==> src/rtl/uart_pkg.sv <==
// Register map, STATUS/CTRL bit positions and a count-saturation helper
// shared by the UART bus block.
package uart_pkg;

    localparam logic [1:0] REG_DATA = 2'b00;
    localparam logic [1:0] REG_STAT = 2'b01;
    localparam logic [1:0] REG_CNT  = 2'b10;
    localparam logic [1:0] REG_CTRL = 2'b11;

    localparam int STAT_RX_AVAIL = 0;
    localparam int STAT_RX_FULL  = 2;
    localparam int STAT_TX_EMPTY = 3;
    localparam int STAT_TX_FULL  = 4;
    localparam int STAT_RX_OVR   = 5;
    localparam int STAT_TX_OVR   = 6;
    localparam int STAT_IRQ      = 7;

    localparam int CTRL_RX_IE  = 0;
    localparam int CTRL_TX_IE  = 1;
    localparam int CTRL_OVR_IE = 2;
    localparam int CTRL_W      = 3;

    // FIFO occupancy squeezed into a 4-bit CNT field; a full 16-deep FIFO reads 15.
    function automatic logic [3:0] sat_nibble(input logic [31:0] cnt);
        return (cnt > 32'd15) ? 4'hF : cnt[3:0];
    endfunction

endpackage

==> src/rtl/sync_fifo.sv <==
// First-word-fall-through synchronous FIFO; DEPTH must be a power of two so
// the pointers wrap by natural overflow.
module sync_fifo #(
    parameter int WIDTH = 8,
    parameter int DEPTH = 16
) (
    input  logic                         clk,
    input  logic                         rst_n,
    input  logic                         push,
    input  logic                         pop,
    input  logic [WIDTH-1:0]             din,
    output logic [WIDTH-1:0]             dout,
    output logic [$clog2(DEPTH+1)-1:0]   count,
    output logic                         full,
    output logic                         empty
);
    localparam int AW = $clog2(DEPTH);
    localparam int CW = $clog2(DEPTH + 1);

    logic [WIDTH-1:0] mem [DEPTH];
    logic [AW-1:0]    wr_ptr_reg;
    logic [AW-1:0]    rd_ptr_reg;
    logic [CW-1:0]    count_reg;
    logic             do_push;
    logic             do_pop;

    assign empty = (count_reg == '0);
    assign full  = (count_reg == CW'(DEPTH));
    assign count = count_reg;
    assign dout  = mem[rd_ptr_reg];

    // A push into a full FIFO is accepted only when a pop frees the slot in the same cycle.
    assign do_pop  = pop & ~empty;
    assign do_push = push & (~full | do_pop);

    always_ff @(posedge clk) begin
        if (do_push)
            mem[wr_ptr_reg] <= din;
    end

    always_ff @(posedge clk or negedge rst_n) begin
        if (!rst_n) begin
            wr_ptr_reg <= '0;
            rd_ptr_reg <= '0;
            count_reg  <= '0;
        end else begin
            if (do_push)
                wr_ptr_reg <= wr_ptr_reg + AW'(1);
            if (do_pop)
                rd_ptr_reg <= rd_ptr_reg + AW'(1);
            case ({do_push, do_pop})
                2'b10:   count_reg <= count_reg + CW'(1);
                2'b01:   count_reg <= count_reg - CW'(1);
                default: count_reg <= count_reg;
            endcase
        end
    end

endmodule

==> src/rtl/uart_rx.sv <==
// 8N1 serial receiver: samples mid-bit after a validated start bit and
// presents the byte with a one-cycle valid pulse.
module uart_rx #(
    parameter real CLK_FRE   = 25.175,
    parameter int  BAUD_RATE = 115200
) (
    input  logic       clk,
    input  logic       rst_n,
    output logic [7:0] rx_data,
    output logic       rx_data_valid,
    input  logic       rx_data_ready,
    input  logic       rx_pin
);
    localparam int          CYCLE = int'(CLK_FRE * 1000000.0 / real'(BAUD_RATE));
    localparam logic [15:0] LAST  = 16'(CYCLE - 1);
    localparam logic [15:0] HALF  = 16'(CYCLE / 2 - 1);

    typedef enum logic [2:0] {S_IDLE, S_START, S_RECV, S_STOP, S_DATA} state_t;

    state_t      state_reg, state_next;
    logic [1:0]  sync_reg;
    logic [15:0] cycle_reg, cycle_next;
    logic [2:0]  bit_reg, bit_next;
    logic [7:0]  shift_reg, shift_next;
    logic        rx_s;

    assign rx_s = sync_reg[1];

    always_ff @(posedge clk or negedge rst_n) begin
        if (!rst_n) begin
            sync_reg  <= 2'b11;
            state_reg <= S_IDLE;
            cycle_reg <= '0;
            bit_reg   <= '0;
            shift_reg <= '0;
        end else begin
            sync_reg  <= {sync_reg[0], rx_pin};
            state_reg <= state_next;
            cycle_reg <= cycle_next;
            bit_reg   <= bit_next;
            shift_reg <= shift_next;
        end
    end

    always_comb begin
        state_next = state_reg;
        cycle_next = cycle_reg;
        bit_next   = bit_reg;
        shift_next = shift_reg;
        unique case (state_reg)
            S_IDLE: begin
                if (!rx_s) begin
                    state_next = S_START;
                    cycle_next = '0;
                end
            end
            S_START: begin
                // A start bit that is high again at its midpoint was a glitch.
                if (cycle_reg == HALF) begin
                    cycle_next = '0;
                    bit_next   = '0;
                    state_next = rx_s ? S_IDLE : S_RECV;
                end else begin
                    cycle_next = cycle_reg + 16'd1;
                end
            end
            S_RECV: begin
                if (cycle_reg == LAST) begin
                    cycle_next = '0;
                    shift_next = {rx_s, shift_reg[7:1]};
                    if (bit_reg == 3'd7)
                        state_next = S_STOP;
                    else
                        bit_next = bit_reg + 3'd1;
                end else begin
                    cycle_next = cycle_reg + 16'd1;
                end
            end
            S_STOP: begin
                if (cycle_reg == LAST) begin
                    cycle_next = '0;
                    state_next = S_DATA;
                end else begin
                    cycle_next = cycle_reg + 16'd1;
                end
            end
            default: begin
                if (rx_data_ready)
                    state_next = S_IDLE;
            end
        endcase
    end

    assign rx_data       = shift_reg;
    assign rx_data_valid = (state_reg == S_DATA);

endmodule

==> src/rtl/uart_tx.sv <==
// 8N1 serial transmitter: accepts a byte on valid&ready while idle and shifts it out LSB first.
module uart_tx #(
    parameter real CLK_FRE   = 25.175,
    parameter int  BAUD_RATE = 115200
) (
    input  logic       clk,
    input  logic       rst_n,
    input  logic [7:0] tx_data,
    input  logic       tx_data_valid,
    output logic       tx_data_ready,
    output logic       tx_pin
);
    localparam int          CYCLE = int'(CLK_FRE * 1000000.0 / real'(BAUD_RATE));
    localparam logic [15:0] LAST  = 16'(CYCLE - 1);

    typedef enum logic [1:0] {S_IDLE, S_START, S_SEND, S_STOP} state_t;

    state_t      state_reg, state_next;
    logic [15:0] cycle_reg, cycle_next;
    logic [2:0]  bit_reg, bit_next;
    logic [7:0]  shift_reg, shift_next;

    always_ff @(posedge clk or negedge rst_n) begin
        if (!rst_n) begin
            state_reg <= S_IDLE;
            cycle_reg <= '0;
            bit_reg   <= '0;
            shift_reg <= '0;
        end else begin
            state_reg <= state_next;
            cycle_reg <= cycle_next;
            bit_reg   <= bit_next;
            shift_reg <= shift_next;
        end
    end

    always_comb begin
        state_next    = state_reg;
        cycle_next    = cycle_reg;
        bit_next      = bit_reg;
        shift_next    = shift_reg;
        tx_data_ready = (state_reg == S_IDLE);
        unique case (state_reg)
            S_IDLE: begin
                if (tx_data_valid) begin
                    state_next = S_START;
                    cycle_next = '0;
                    shift_next = tx_data;
                end
            end
            S_START: begin
                if (cycle_reg == LAST) begin
                    cycle_next = '0;
                    bit_next   = '0;
                    state_next = S_SEND;
                end else begin
                    cycle_next = cycle_reg + 16'd1;
                end
            end
            S_SEND: begin
                if (cycle_reg == LAST) begin
                    cycle_next = '0;
                    shift_next = {1'b0, shift_reg[7:1]};
                    if (bit_reg == 3'd7)
                        state_next = S_STOP;
                    else
                        bit_next = bit_reg + 3'd1;
                end else begin
                    cycle_next = cycle_reg + 16'd1;
                end
            end
            default: begin
                if (cycle_reg == LAST) begin
                    cycle_next = '0;
                    state_next = S_IDLE;
                end else begin
                    cycle_next = cycle_reg + 16'd1;
                end
            end
        endcase
    end

    // Line level is decoded from state so an asynchronous reset idles the line at once.
    assign tx_pin = (state_reg == S_START) ? 1'b0 :
                    (state_reg == S_SEND)  ? shift_reg[0] : 1'b1;

endmodule

==> src/rtl/uart_fifo_bus.sv <==
// CPU-bus UART peripheral: TX/RX FIFOs, status/count/control registers,
// sticky overrun flags and a level interrupt around the uart_rx/uart_tx cores.
module uart_fifo_bus
    import uart_pkg::*;
#(
    parameter real CLK_FRE  = 25.175,
    parameter int  UART_FRE = 115200,
    parameter int  TX_DEPTH = 16,
    parameter int  RX_DEPTH = 16
) (
    input  logic       clk,
    input  logic       rst_n,
    input  logic [7:0] data_i,
    input  logic       uart_cs,
    input  logic       R_W_n,
    input  logic [1:0] reg_addr,
    output logic [7:0] data_o,
    output logic       irq,
    input  logic       uart_rx,
    output logic       uart_tx
);
    localparam int TX_CW = $clog2(TX_DEPTH + 1);
    localparam int RX_CW = $clog2(RX_DEPTH + 1);

    logic              bus_wr, bus_rd;
    logic              tx_push, tx_pop, tx_push_acc, tx_full, tx_empty;
    logic [7:0]        tx_dout;
    logic [TX_CW-1:0]  tx_count;
    logic              rx_push, rx_pop, rx_full, rx_empty;
    logic [7:0]        rx_dout;
    logic [RX_CW-1:0]  rx_count;
    logic              tx_data_valid_reg, tx_data_valid_next;
    logic              tx_data_ready;
    logic [7:0]        rx_data;
    logic              rx_data_valid;
    logic              tx_ovr_reg, tx_ovr_next;
    logic              rx_ovr_reg, rx_ovr_next;
    logic [CTRL_W-1:0] ctrl_reg, ctrl_next;
    logic [7:0]        status;

    assign bus_wr  = uart_cs & ~R_W_n;
    assign bus_rd  = uart_cs & R_W_n;
    assign tx_push = bus_wr & (reg_addr == REG_DATA);
    assign rx_pop  = bus_rd & (reg_addr == REG_DATA);
    assign tx_pop  = tx_data_valid_reg & tx_data_ready;
    assign rx_push = rx_data_valid;
    assign tx_push_acc = tx_push & (~tx_full | tx_pop);

    sync_fifo #(.WIDTH(8), .DEPTH(TX_DEPTH)) u_tx_fifo (
        .clk   (clk),
        .rst_n (rst_n),
        .push  (tx_push),
        .pop   (tx_pop),
        .din   (data_i),
        .dout  (tx_dout),
        .count (tx_count),
        .full  (tx_full),
        .empty (tx_empty)
    );

    sync_fifo #(.WIDTH(8), .DEPTH(RX_DEPTH)) u_rx_fifo (
        .clk   (clk),
        .rst_n (rst_n),
        .push  (rx_push),
        .pop   (rx_pop),
        .din   (rx_data),
        .dout  (rx_dout),
        .count (rx_count),
        .full  (rx_full),
        .empty (rx_empty)
    );

    uart_tx #(.CLK_FRE(CLK_FRE), .BAUD_RATE(UART_FRE)) u_uart_tx (
        .clk           (clk),
        .rst_n         (rst_n),
        .tx_data       (tx_dout),
        .tx_data_valid (tx_data_valid_reg),
        .tx_data_ready (tx_data_ready),
        .tx_pin        (uart_tx)
    );

    uart_rx #(.CLK_FRE(CLK_FRE), .BAUD_RATE(UART_FRE)) u_uart_rx (
        .clk           (clk),
        .rst_n         (rst_n),
        .rx_data       (rx_data),
        .rx_data_valid (rx_data_valid),
        .rx_data_ready (1'b1),
        .rx_pin        (uart_rx)
    );

    // Valid follows non-empty one cycle late, but drops on the handshake that drains the last byte.
    always_comb begin
        tx_data_valid_next = ~tx_empty;
        if (tx_pop)
            tx_data_valid_next = (tx_count != TX_CW'(1)) | tx_push_acc;
    end

    always_comb begin
        tx_ovr_next = tx_ovr_reg;
        rx_ovr_next = rx_ovr_reg;
        ctrl_next   = ctrl_reg;
        if (bus_wr && reg_addr == REG_STAT) begin
            if (data_i[STAT_TX_OVR])
                tx_ovr_next = 1'b0;
            if (data_i[STAT_RX_OVR])
                rx_ovr_next = 1'b0;
        end
        if (bus_wr && reg_addr == REG_CTRL)
            ctrl_next = data_i[CTRL_W-1:0];
        // Setting comes last so a fresh overrun beats a simultaneous clear.
        if (tx_push & tx_full & ~tx_pop)
            tx_ovr_next = 1'b1;
        if (rx_push & rx_full & ~rx_pop)
            rx_ovr_next = 1'b1;
    end

    always_ff @(posedge clk or negedge rst_n) begin
        if (!rst_n) begin
            tx_data_valid_reg <= 1'b0;
            tx_ovr_reg        <= 1'b0;
            rx_ovr_reg        <= 1'b0;
            ctrl_reg          <= '0;
        end else begin
            tx_data_valid_reg <= tx_data_valid_next;
            tx_ovr_reg        <= tx_ovr_next;
            rx_ovr_reg        <= rx_ovr_next;
            ctrl_reg          <= ctrl_next;
        end
    end

    assign irq = (ctrl_reg[CTRL_RX_IE]  & ~rx_empty) |
                 (ctrl_reg[CTRL_TX_IE]  & tx_empty)  |
                 (ctrl_reg[CTRL_OVR_IE] & (rx_ovr_reg | tx_ovr_reg));

    always_comb begin
        status                = '0;
        status[STAT_RX_AVAIL] = ~rx_empty;
        status[STAT_RX_FULL]  = rx_full;
        status[STAT_TX_EMPTY] = tx_empty;
        status[STAT_TX_FULL]  = tx_full;
        status[STAT_RX_OVR]   = rx_ovr_reg;
        status[STAT_TX_OVR]   = tx_ovr_reg;
        status[STAT_IRQ]      = irq;
    end

    always_comb begin
        data_o = '0;
        unique case (reg_addr)
            REG_DATA: data_o = rx_empty ? 8'h00 : rx_dout;
            REG_STAT: data_o = status;
            REG_CNT:  data_o = {sat_nibble(32'(rx_count)), sat_nibble(32'(tx_count))};
            default:  data_o = {{(8 - CTRL_W){1'b0}}, ctrl_reg};
        endcase
    end

endmodule

==> config.mk <==
export PLATFORM = sky130hd
export DESIGN_NAME = uart_fifo_bus
export DESIGN_NICKNAME = d
export VERILOG_FILES = /design/src/rtl/uart_pkg.sv /design/src/rtl/sync_fifo.sv /design/src/rtl/uart_rx.sv /design/src/rtl/uart_tx.sv /design/src/rtl/uart_fifo_bus.sv
export SDC_FILE = /design/constraint.sdc
export NUM_CORES = 1
export LEC_CHECK = 0
export BUFFER_PORTS_ARGS = -buffer_cell sky130_fd_sc_hd__buf_4
export CORE_UTILIZATION = 63
export DETAILED_ROUTE_END_ITERATION = 8
export PLACE_DENSITY = 0.8
export SETUP_SLACK_MARGIN = 0.3
export SKIP_CTS_REPAIR_TIMING = 1
export SLEW_MARGIN = 20
export SYNTH_ARGS = -nofsm -noshare
export SYNTH_HDL_FRONTEND = slang
export SYNTH_HIERARCHICAL = 1
export SYNTH_SLANG_ARGS = --single-unit
==> constraint.sdc <==
create_clock -name clk -period 3.85 [get_ports clk]
set_clock_uncertainty 0.15 [all_clocks]
set_input_delay 0.385 -clock clk [delete_from_list [all_inputs] [get_ports clk]]
set_output_delay 0.385 -clock clk [all_outputs]
set_load 0.005 [all_outputs]
# After elaboration in Yosys (flattened, before gate mapping)
# Memories as Yosys holds them, arrays and structs flattened.
# Cells that the tools add are included.
dict set report word_totals {
  mem_count 2
  in_bits 15
  word_cells 176
  out_inout_bits 10
  mem_bits_rw 256
  register_bits 93
}
dict set report classes {
  order_cmp 2
  add_sub_neg 12
  muxes 50
  bitwise_logic 31
  reduce_logical 28
  eq_ne 32
}
# memory depth width read_ports rd_clocked_by_memory_dff wr line_no
set mem_list {}
lappend mem_list {u_rx_fifo.mem 16 8 1 0 1 sync_fifo.sv:20} ;# logic [WIDTH-1:0] mem [DEPTH];
lappend mem_list {u_tx_fifo.mem 16 8 1 0 1 sync_fifo.sv:20}
# operator n
set op_table {}
lappend op_table {{$mux 16} 6}
lappend op_table {{$pmux 16 s3} 1}
lappend op_table {{$mux 3} 11}
lappend op_table {{$add 16x1->16 const B} 2}
lappend op_table {{$eq 16x8->1 const B} 2}
lappend op_table {{$mux 8} 3}
lappend op_table {{$pmux 8 s3} 1}
lappend op_table {{$pmux 5 s2} 2}
lappend op_table {{$reduce_bool 2->1} 10}
lappend op_table {{$and 1x1->1} 17}
lappend op_table {{$add 4x1->4 const B} 4}
lappend op_table {{$eq 16x7->1 const B} 1}
lappend op_table {{$pmux 8 s2} 1}
lappend op_table {{$ne 2x1->1 const B} 7}
lappend op_table {{$mux 1} 13}
lappend op_table {{$mux 2} 6}
lappend op_table {{$pmux 3 s2} 2}
lappend op_table {{$pmux 3 s4} 1}
lappend op_table {{$add 5x1->5 const B} 2}
lappend op_table {{$eq 2x2->1 const B} 5}
lappend op_table {{$eq 5x5->1 const B} 2}
lappend op_table {{$gt 5x4->1 const B} 2}
lappend op_table {{$logic_not 5->1} 2}
lappend op_table {{$reduce_and 5->1} 2}
lappend op_table {{20 further kinds} 50}

# Longest topological paths before layout
dict set report depth {
  depth_word 7
  depth_mapped 13
  mapped_depth_nobuf 12
}

# Cells and area by module
# The synthesis kept the hierarchy.
# module n_inst cells_per_inst seq_area_each_um2 area_each_um2
set by_module_without_submodules {}
lappend by_module_without_submodules {{sync_fifo at u_rx_fifo} 1 306 4169.0 5835.6}
lappend by_module_without_submodules {{sync_fifo at u_tx_fifo} 1 302 4169.0 5794.3}
lappend by_module_without_submodules {uart_tx 1 199 725.7 1871.8}
lappend by_module_without_submodules {uart_rx 1 165 803.3 1681.6}
lappend by_module_without_submodules {uart_fifo_bus 1 64 150.1 546.8}

# Worst setup path after synthesis
# No wires, ideal clock.
dict set report synth_path {
  kind {input-to-reg}
  start {input port reg_addr[1]}
  end {register u_tx_fifo.count_reg[4] (netlist: u_tx_fifo/count[4])}
  arrival_ns 2.567
  setup_time_ns 0.068
  cell_stages 10
  slack_ns 1.064
  required_time_ns 3.632
  n_path_buf 2
  cell_sequence {buf_6 > nor4b_4 > clkbuf_1 > nand2b_1 > inv_1 > ha_1 > o21ai_0 > a2111o_1 > o211a_1 > nand3_1}
}
dict set report synth_between {
  elab_chain_cells 5
  word_cells_on_any_way 7
  classes_between {2 x eq/ne; 1 x mux; 2 x bitwise; 2 x reduce/logical}
}
# element line_no
set synth_lines {}
lappend synth_lines {{start: declaration} uart_fifo_bus.sv:16} ;# input logic [1:0] reg_addr,
lappend synth_lines {{$logic_not 2->1 *} uart_fifo_bus.sv:43} ;# assign tx_push = bus_wr & (reg_addr == REG_DATA);
lappend synth_lines {{$and 1x1->1 *} uart_fifo_bus.sv:43}
lappend synth_lines {{net tx_push} uart_fifo_bus.sv:26} ;# logic tx_push, tx_pop, tx_push_acc, tx_full, tx_empty;
lappend synth_lines {{$and 1x1->1 *} sync_fifo.sv:34} ;# assign do_push = push & (~full | do_pop);
lappend synth_lines {{$eq 2x1->1 / $eq 2x2->1 (equally long branches)} sync_fifo.sv:51} ;# case ({do_push, do_pop})
lappend synth_lines {{$pmux 5 s2 / $reduce_bool 2->1 (equally long branches)} -}
lappend synth_lines {{end signal: assignment} sync_fifo.sv:52} ;# 2'b10: count_reg <= count_reg + CW'(1);
lappend synth_lines {{end signal: assignment} sync_fifo.sv:53} ;# 2'b01: count_reg <= count_reg - CW'(1);
lappend synth_lines {{end signal: assignment} sync_fifo.sv:54} ;# default: count_reg <= count_reg;
lappend synth_lines {{end: declaration} sync_fifo.sv:23} ;# logic [CW-1:0] count_reg;
# The timed path passes the listed nets; every way through them passes the cells marked *.
# A chain may end at the register's enable or synchronous reset.

# Worst setup path after layout
dict set report layout_path {
  start {register u_rx_fifo.count_reg[1] (netlist: u_rx_fifo/count[1])}
  end {output port data_o[7]}
}
dict set report layout_between {
  elab_chain_cells 6
  word_cells_on_any_way 9
  classes_between {1 x order compare; 3 x mux; 4 x bitwise; 1 x reduce/logical}
}
# element line_no
set layout_lines {}
lappend layout_lines {{start: declaration} sync_fifo.sv:23}
lappend layout_lines {{start signal: assignment} sync_fifo.sv:52}
lappend layout_lines {{start signal: assignment} sync_fifo.sv:53}
lappend layout_lines {{start signal: assignment} sync_fifo.sv:54}
lappend layout_lines {{$logic_not 5->1 *} sync_fifo.sv:27} ;# assign empty = (count_reg == '0);
lappend layout_lines {{net rx_empty} uart_fifo_bus.sv:29} ;# logic rx_push, rx_pop, rx_full, rx_empty;
lappend layout_lines {{$not 1->1} uart_fifo_bus.sv:131} ;# assign irq = (ctrl_reg[CTRL_RX_IE] & ~rx_empty) |
lappend layout_lines {{$and 1x1->1} uart_fifo_bus.sv:131}
lappend layout_lines {{$or 1x1->1} uart_fifo_bus.sv:131}
lappend layout_lines {{$or 1x1->1} uart_fifo_bus.sv:132} ;# (ctrl_reg[CTRL_TX_IE] & tx_empty) |
lappend layout_lines {{$pmux 8 s3 *} uart_fifo_bus.sv:148} ;# unique case (reg_addr)
lappend layout_lines {{end: declaration} uart_fifo_bus.sv:17} ;# output logic [7:0] data_o,
# Marked as above.

==> metrics.md <==
| Metric | Value |
|---|---|
| Outcome | finished clean |
| Gpl congestion | 0.860 |
| Startpoint type of the worst setup path | flip-flop |
| Power per cell area | 558 mW/mm^2 |
| Die extent in y | 160 um |
| Io pins | 25 |
| Rows | 57 |
| Final core occ | 72.1% |
| Clock sinks | 349 |
| Share of layout cells above drive strength 1 | 19.1% |
| H-tree levels | 2 |
| Hold WC Path Type | primary input to flip-flop |
| Distinct cell type count after synthesis | 90 |
| Hold Worst Slack | 26.5 ps |
| Fin crit share | 89.1% |
| CTS Buf Count | 36 |
| Crit path top cell by count | inv_1 |
| Via density per instance | 6.58 |
| Crit-path cells | nor4_4 -> nand2b_1 -> inv_1 -> inv_1 -> a221o_1 -> a31o_2 -> buf_4 |
| Filler cells | 1,487 |
| FF-to-FF End | u_tx_fifo/count[4]$_DFFE_PN0P_ |
| Die ar. | 0.0256 mm^2 |
| Share of the synthesized area in the top cell type | 48.9% |
| Ys flop type | edfxtp_1 |
| Reg2Reg Depth | 11 |
| Die Wd | 160 um |
| Gr usage total | 27.0% |
| Top cells by count, synth | edfxtp_1 (256), dfrtp_1 (91), nand2_1 (64) |
| Seq/Total Area, Yosys | 63.7% |
| WHS Path Cells | 1 |
| Post-synth EDFFs | 256 |
| DRT antenna net count | 0 |
| Most common cell in the netlist | edfxtp_1 |
| Grt total ovfl | 0 |
| Final Critical Period | 3430 ps |
| RSZ-0062 raised after global routing | no |
| Final setup viols | 0 |
| Vias | 9,438 |
| Final setup margin | 421 ps |
| Hold Fails Final Rpt | 0 |
| Max Freq | 292 MHz |
| Ys Warns | 6 |
| Crit. End Element | primary output |
| First-pass GRT wire length | 52,500 um |
| Top Registers | u_rx_fifo/mem: 128 flops, u_tx_fifo/mem: 128 flops |
| Hpwl dp | 20,600 um |
| Slew headroom | 24.9% |
| Largest net degree at the start of global routing | 55 |
| Synthesized cell area | 0.0157 mm^2 |
| DRC | 0 |
| Kind of critical path | flip-flop to primary output |
| Reg clk slew, reported paths | 60 ps |
| Actual slew at the worst max-slew pin | 1120 ps |
| DR pass1 iterations | 5 |
| IR Drop Worst-Case VDD | 0.569 mV |
| Synth area leader | edfxtp_1 |
| Final nets | 1,129 |
| Setup TNS | 0 ps |
| Fin. max-slew vios | 0 |
| Synth async-reset ratio | 26.6% |
| Leak | 0.00658 uW |
| DRT iter0 DRCs | 941 |
| Number of max-cap violations | 0 |
| Vias in the first global route | 9,239 |
| Clock Tree Buf Depth | 3 |
| FF+latch count, synth | 349 |
| Final Routed Wirelength | 33,500 um |
| Initial Util | 64.5% |
| Reg2Reg Setup Slack | 900 ps |
| Hold path endpoint | u_tx_fifo/mem[10][3]$_DFFE_PP_ |
| Crit path max fanout | 7 |
| Min-delay src | data_i[3] |
| Clock latency on the worst-skew pair | 530 ps |
| Core area | 0.0244 mm^2 |
| Reg-to-reg critical path startpoint | u_uart_tx/state_reg[0]$_DFFE_PN0P_ |
| CTS tree | done |
| Crit path arrival time | 2890 ps |
| Root buf cell | clkbuf_16 |
| Number of buffers added on ports | 24 |
| Cells after synthesis | 1,036 |
| Top post-synthesis cells by area | edfxtp_1 (49%), dfrtp_1 (14%), mux4_2 (7.6%), ha_1 (2.3%), a22oi_1 (2.0%) |
| DR WL/cell | 23.4 um |
| Initial antenna violation count | 0 |
| Pre-CTS setup slack | 767 ps |
| Diode count | 0 |
| Max stage delay on crit path | 530 ps |
| Layout overhead on the synthesized area | 11.8% |
| Worst EP required | 3310 ps |
| Average size of a mapped cell | 15.2 um^2 |
| Critical path's slowest cell | nor4_4 |
## layout make-up
| class | instances | area [um^2] | share of cell area, % |
|---|---|---|---|
| clock inverters | 17 | 269 | 1.53 |
| multi-input cells | 600 | 5290 | 30.1 |
| flip-flops and latches | 349 | 10000 | 57.0 |
| clock buffers | 49 | 991 | 5.63 |
| repair buffers | 59 | 473 | 2.69 |
| inverters | 37 | 139 | 0.790 |
| well taps | 324 | 405 | 2.30 |
## stage by stage
step / power, uW / cells / cell area, um^2
2_1_floorplan: 5720 / 1037 / 15700
3_3_place_gp: 6080 / 1361 / 16300
3_5_place_dp: 6130 / 1361 / 16300
4_1_cts: 9800 / 1427 / 17500
5_1_grt: 10200 / 1435 / 17600
6_report: 9810 / 1435 / 17600
## cells by family after synthesis
group	count (synthesis)	synth area share [%]
flops	349	63.7
simple gates	273	9.84
compound gates	176	8.15
mux	98	11.8
buf+inv	88	2.80
fa+ha+maj	31	2.56
xor+xnor	20	1.11
other cells	1	0.0238
## cells in the final DEF, fill, tap and decap left out, types with 4 or more instances in the layout
cell / n
nor2_1: 42
a31oi_1: 16
nand4b_1: 4
and3_1: 17
buf_4: 55
clkinv_2: 7
nand4_1: 13
clkbuf_16: 37
nand3_1: 29
ha_1: 29
mux2i_1: 15
dfrtp_1: 89
nor4_1: 8
clkbuf_1: 10
nand2b_1: 14
and4_1: 4
xnor2_1: 18
and2_1: 4
a21oi_1: 18
nor2b_1: 19
edfxtp_1: 256
o31a_1: 4
inv_1: 37
mux4_2: 53
o21bai_1: 5
o21ai_0: 26
mux4_1: 11
mux2_2: 14
bufinv_16: 6
a32o_1: 4
a21o_1: 5
or3_1: 5
nand2_1: 64
nor3_1: 18
a22oi_1: 41
a22o_1: 11
o31ai_1: 4
or4_4: 6
## critical path, delay by kind of cell, from the launching register on
kind	cells	cell delay, ps
flops	1	450
compound gates	2	660
simple gates	2	720
buf+inv	3	540
## power by group
| part | internal [uW] | total [uW] | switching [uW] |
|---|---|---|---|
| sequential | 4170 | 4370 | 208 |
| combinational | 848 | 1800 | 948 |
| clock | 2230 | 3640 | 1410 |
## metal layers
| metal | wire length [um] | vias up | track usage, % |
|---|---|---|---|
| li1 | - | 4179 | - |
| met3 | 2270 | 78 | 4.05 |
| met1 | 13700 | 4741 | 38.3 |
| met5 | 0 | - | 0 |
| met4 | 922 | 0 | 8.83 |
| met2 | 16700 | 440 | 43.7 |
## worst max path at each step
stage	from	endpoint	slack [ps]
finish	u_rx_fifo/count[1]$_DFFE_PN0P_	data_o[7]	420
global route	u_rx_fifo/count[1]$_DFFE_PN0P_	data_o[7]	320
CTS	u_rx_fifo/rd_ptr_reg[0]$_DFFE_PN0N_	data_o[3]	180
detailed placement	u_rx_fifo/rd_ptr_reg[0]$_DFFE_PN0N_	data_o[3]	770
global placement	u_rx_fifo/rd_ptr_reg[0]$_DFFE_PN0N_	data_o[4]	870
floorplan	reg_addr[1]	u_tx_fifo/count[4]$_DFFE_PN0P_	1060
No activity file was read; power rests on OpenSTA's default activity.
